File: src/rtl/relu_layer_ctrl_pkg.sv
// Shared definitions for the ReLU layer controller: FSM encoding and
// the floating-point word layout.
package relu_layer_ctrl_pkg;

    localparam int DEFAULT_DATA_WIDTH = 32;
    localparam int FP32_SIGN_BIT      = 31;

    typedef enum logic [1:0] {
        ST_IDLE  = 2'd0,
        ST_READ  = 2'd1,
        ST_DRAIN = 2'd2,
        ST_DONE  = 2'd3
    } state_e;

endpackage

File: src/rtl/relu_layer_ctrl_relu.sv
// Combinational element ReLU: any word with the sign bit set (including
// -0.0 and negative NaN) becomes all-zero, everything else passes through.
module relu_layer_ctrl_relu
    import relu_layer_ctrl_pkg::*;
#(
    parameter int DATA_WIDTH = DEFAULT_DATA_WIDTH,
    parameter int SIGN_BIT   = FP32_SIGN_BIT
) (
    input  logic [DATA_WIDTH-1:0] data_i,
    output logic [DATA_WIDTH-1:0] data_o
);

    assign data_o = data_i[SIGN_BIT] ? '0 : data_i;

endmodule

File: src/rtl/relu_layer_ctrl.sv
// Streams a feature map through ReLU: one read per cycle from src_base,
// one registered write per cycle to dst_base, counting zeroed elements.
module relu_layer_ctrl
    import relu_layer_ctrl_pkg::*;
#(
    parameter int DATA_WIDTH = DEFAULT_DATA_WIDTH,
    parameter int ADDR_WIDTH = 10
) (
    input  logic                  clk,
    input  logic                  rst_n,
    input  logic                  start,
    input  logic [ADDR_WIDTH-1:0] src_base,
    input  logic [ADDR_WIDTH-1:0] dst_base,
    input  logic [ADDR_WIDTH:0]   length,
    output logic                  rd_en,
    output logic [ADDR_WIDTH-1:0] rd_addr,
    input  logic [DATA_WIDTH-1:0] rd_data,
    output logic                  wr_en,
    output logic [ADDR_WIDTH-1:0] wr_addr,
    output logic [DATA_WIDTH-1:0] wr_data,
    output logic                  busy,
    output logic                  done,
    output logic [ADDR_WIDTH:0]   neg_count
);

    localparam int SIGN_IDX = DATA_WIDTH - (DEFAULT_DATA_WIDTH - FP32_SIGN_BIT);

    state_e                  state_q, state_d;
    logic [ADDR_WIDTH:0]     len_q;
    logic [ADDR_WIDTH:0]     rd_idx_q;
    logic [ADDR_WIDTH-1:0]   rd_addr_q;
    logic [ADDR_WIDTH-1:0]   wr_ptr_q;
    logic [ADDR_WIDTH-1:0]   wr_addr_q;
    logic [DATA_WIDTH-1:0]   wr_data_q;
    logic [ADDR_WIDTH:0]     neg_count_q;
    logic                    rd_vld_q;
    logic                    wr_en_q;
    logic [DATA_WIDTH-1:0]   relu_out;
    logic                    start_ok;
    logic                    last_rd;
    logic                    last_wr;

    relu_layer_ctrl_relu #(
        .DATA_WIDTH (DATA_WIDTH),
        .SIGN_BIT   (SIGN_IDX)
    ) u_relu (
        .data_i (rd_data),
        .data_o (relu_out)
    );

    assign start_ok = start && (state_q == ST_IDLE);
    assign last_rd  = (rd_idx_q == len_q - 1'b1);
    // The final write is on the bus once nothing is left in the read pipe.
    assign last_wr  = wr_en_q && !rd_vld_q;

    // NOTE: sequential state uses non-blocking assignments so every register
    // samples pre-edge values regardless of statement order.
    always_ff @(posedge clk) begin
        if (!rst_n) begin
            state_q <= ST_IDLE;
        end else begin
            state_q <= state_d;
        end
    end

    // NOTE: state_d gets a default before the case so no latch is inferred.
    always_comb begin
        state_d = state_q;
        case (state_q)
            ST_IDLE:  if (start) state_d = (length == '0) ? ST_DONE : ST_READ;
            ST_READ:  if (last_rd) state_d = ST_DRAIN;
            ST_DRAIN: if (last_wr) state_d = ST_DONE;
            ST_DONE:  state_d = ST_IDLE;
            default:  state_d = ST_IDLE;
        endcase
    end

    always_comb begin
        rd_en = 1'b0;
        busy  = 1'b0;
        done  = 1'b0;
        case (state_q)
            ST_READ:  begin rd_en = 1'b1; busy = 1'b1; end
            ST_DRAIN: busy = 1'b1;
            ST_DONE:  begin busy = 1'b1; done = 1'b1; end
            default:  ;
        endcase
    end

    always_ff @(posedge clk) begin
        if (!rst_n) begin
            len_q       <= '0;
            rd_idx_q    <= '0;
            rd_addr_q   <= '0;
            wr_ptr_q    <= '0;
            wr_addr_q   <= '0;
            wr_data_q   <= '0;
            neg_count_q <= '0;
            rd_vld_q    <= 1'b0;
            wr_en_q     <= 1'b0;
        end else begin
            // rd_data is valid the cycle after a read strobe
            rd_vld_q <= (state_q == ST_READ);
            wr_en_q  <= rd_vld_q;

            if (start_ok) begin
                len_q       <= length;
                rd_idx_q    <= '0;
                rd_addr_q   <= src_base;
                wr_ptr_q    <= dst_base;
                neg_count_q <= '0;
            end else if (state_q == ST_READ) begin
                rd_idx_q  <= rd_idx_q + 1'b1;
                rd_addr_q <= rd_addr_q + 1'b1;
            end

            if (rd_vld_q) begin
                wr_data_q <= relu_out;
                wr_addr_q <= wr_ptr_q;
                wr_ptr_q  <= wr_ptr_q + 1'b1;
                if (rd_data[SIGN_IDX]) begin
                    neg_count_q <= neg_count_q + 1'b1;
                end
            end
        end
    end

    assign rd_addr   = rd_addr_q;
    assign wr_en     = wr_en_q;
    assign wr_addr   = wr_addr_q;
    assign wr_data   = wr_data_q;
    assign neg_count = neg_count_q;

endmodule

File: config.mk
export PLATFORM = sky130hd
export DESIGN_NAME = relu_layer_ctrl
export DESIGN_NICKNAME = d
export VERILOG_FILES = /design/src/rtl/relu_layer_ctrl_pkg.sv /design/src/rtl/relu_layer_ctrl_relu.sv /design/src/rtl/relu_layer_ctrl.sv
export SDC_FILE = /design/constraint.sdc
export NUM_CORES = 1
export LEC_CHECK = 0
export CAP_MARGIN = 10
export CELL_PAD_IN_SITES_DETAIL_PLACEMENT = 1
export CELL_PAD_IN_SITES_GLOBAL_PLACEMENT = 2
export CORE_MARGIN = 2
export CORE_UTILIZATION = 31
export CTS_BUF_LIST = sky130_fd_sc_hd__clkbuf_2
export CTS_CLUSTER_SIZE = 30
export DETAILED_ROUTE_END_ITERATION = 6
export HOLD_SLACK_MARGIN = 0.05
export PLACE_DENSITY_LB_ADDON = 0.1
export SLEW_MARGIN = 30
export SYNTH_ARGS = -nofsm -noshare
export SYNTH_HDL_FRONTEND = slang
export SYNTH_SLANG_ARGS = --single-unit
File: constraint.sdc
create_clock -name clk -period 5.19 [get_ports clk]
set_clock_uncertainty 0.15 [all_clocks]
set_input_delay 0.519 -clock clk [delete_from_list [all_inputs] [get_ports clk]]
set_output_delay 0.519 -clock clk [all_outputs]
set_load 0.01 [all_outputs]
==> results.md <==
* Synthesized area at 0.004857 mm2
* Initial Utilization at 31.83%
* P&R area growth vs syn at 32.82%
* Crit start category: register
* Distinct cells, synth at 54
* Hold Path Origin: length[8]
* CTS Hold Buffers Added at 0
* 1st-iter DRT viols at 159
* Headroom to the max-slew limit at 43.32%
* Share of layout cells above drive strength 1 at 3.907%
* H-Tree Depth at 3
* CP max FO at 13
* First-pass GRT wire length at 22.26 mm
* Vias in the first global route at 4502
* IO Pins at 133
* Dpl cells at 886
* Reg-to-reg startpoint: len_q[3]
* GP Congestion at 0.7992
* Ys Warns at 0
* Die Y at 129.2 um
* Syn Inst Count at 578
* Leak at 2.426 nW
* F_max at 338.0 MHz
* Maximum VDD drop at 0.1254 mV
* WL final at 13.96 mm
* Syn_area_per_cell at 8.403 um2
* HPWL after detailed placement at 10.07 mm
* # rows at 45
* WHS Path Cells at 3
* Vias/cell at 4.847
* Crit path DAT at 2.29 ns
* RSZ-0062 raised after global routing: false
* Clk Latency, worst-skew pair at 0.58 ns
* Final hold viol count at 0
* Hold path endpoint: len_q[8]
* Final ANT Viol Nets at 0
* Die X at 129.2 um
* Total CTS buffers at 9
* Die area at 0.01668 mm2
* Pre-CTS setup slack at 2.585 ns
* Clk sinks at 98
* Pins Over Slew Limit at 0
* Finished Layout Cells at 903
* Min Tclk post-route at 2.958 ns
* Gr usage total at 16.75%
* Count of endpoints failing setup in the final report at 0
* Min setup slack post-route at 2.232 ns
* Hold WS at 0.3280 ns
* Worst R2R Setup Slack at 2.63 ns
* Synth Flop Type: dfxtp_1
* HP Class: in2reg
* Maximum number of pins on one net before global-route repair at 48
* Commonest non-fill, non-tap cell in the layout: clkdlybuf4s50_1
* Synthesized Nets at 654
* Clk buf depth at 2
* Post_cts resized at 0
* CTS tree: done
* Max Cap Viol at 0
* Worst Max-Slew Pin Slew at 0.8502 ns
* Post-synth EDFFs at 0
* #FFs+latches synth at 98
* Root Buffer Master: clkbuf_2
* Final-layout fill cell count at 1826
* TritonRoute pass-1 iters at 4
* Nets at 762
* Worst Path Required at 4.52 ns
* P per Cell Area at 325.0 mW/mm2
* Share of the clock period used by the worst path at 57.00%
* Number of setup buffers added after CTS at 0
* Critical path class: reg2out
* Crit end category: output pin
* Seq/Total Area, Yosys at 40.39%
* Initial antenna violation count at 1
* Worst r2r dst: state_q[0]
* Fin Setup TNS at 0 ns
* Core Area at 0.01526 mm2
* Grt ovf at 0
* Status: finished clean
* Commonest non-fill, non-tap cells in the layout: 130 x clkdlybuf4s50_1, 97 x dfxtp_1, 86 x nor2b_1
* Post-synthesis async set-or-reset flop share at 0%
* Drt wl/cell at 15.46 um
* DRC violations left at 0
* Clk slew on worst S/H paths at 0.29 ns
* Via count at 4377
* IO buf count at 131
* Worst Reg-to-Reg Cells at 6
==> cells in the mapped netlist, types with 13 or more instances <==
master / n / area (um2)
clkbuf_1: 34 / 127.6
a21oi_1: 48 / 240.2
xnor2_1: 15 / 131.4
nor2_1: 28 / 105.1
a21boi_1: 14 / 105.1
nor2b_1: 87 / 544.3
nand2_1: 68 / 255.2
xor2_1: 18 / 157.7
mux2i_1: 16 / 160.2
nand3_1: 13 / 65.06
dfxtp_1: 98 / 1962
==> worst max-delay path, cell delays in order (launching register included) <==
cell and delay (ns):
dfxtp_1 0.40, inv_1 0.11, ha_1 0.56, clkdlybuf4s50_1 0.66
==> flip-flops by register name, indices dropped and copies added, names as in the netlist <==
signal / count
wr_en: 1
wr_data: 31
rd_idx_q: 11
state_q: 2
rd_addr: 10
wr_ptr_q: 10
neg_count: 11
rd_vld_q: 1
len_q: 11
wr_addr: 10
==> cell type report <==
type	count	area, um2	share of cell area [%]
multi-input combinational	431	2703	41.89
antenna	1	2.502	0.03879
sequential	98	1963	30.43
tap	211	264.0	4.092
inverter	10	37.54	0.5818
timing repair buffer	136	1344	20.83
clock inverter	7	92.59	1.435
clock buffer	9	45.04	0.6982
==> where the power goes <==
part	switching, mW	internal (mW)
logic	0.366	0.344
registers	0.110	0.840
clock network	0.277	0.159
total	0.753	1.34
==> through the flow <==
stage                     cell area [um2]  util, %  power [mW]
after floorplan                      4857        -       1.400
after global placement               6311    41.36       1.663
after detailed placement             6311    41.36       1.687
after CTS                            6449    42.26       2.138
after global routing                 6451    42.28       2.246
final                                6451    42.28       2.096
==> logic make-up after synthesis <==
family                   share of synthesized area, %
XOR/XNOR                                        5.951
adder cells (fa/ha/maj)                         2.576
AND/OR/NAND/NOR                                 26.48
other                                         0.07721
AO/OA/AOI/OAI                                   17.21
buffers and inverters                           4.019
flip-flops                                      40.39
multiplexers                                    3.297
==> worst max path at each step <==
stage | startpoint | end
after floorplan | len_q[3] | state_q[0]
after global placement | start | neg_count[6]
after detailed placement | start | neg_count[6]
after CTS | state_q[1] | rd_en
after global routing | state_q[1] | rd_en
final | state_q[1] | rd_en
==> metal layers <==
layer	share of wire (%)	track usage (%)
met4	0.99	5.051
met5	0	0
met1	46	21.09
met2	49	29.13
met3	3.9	3.097
Power figures use the tool's default switching activity.
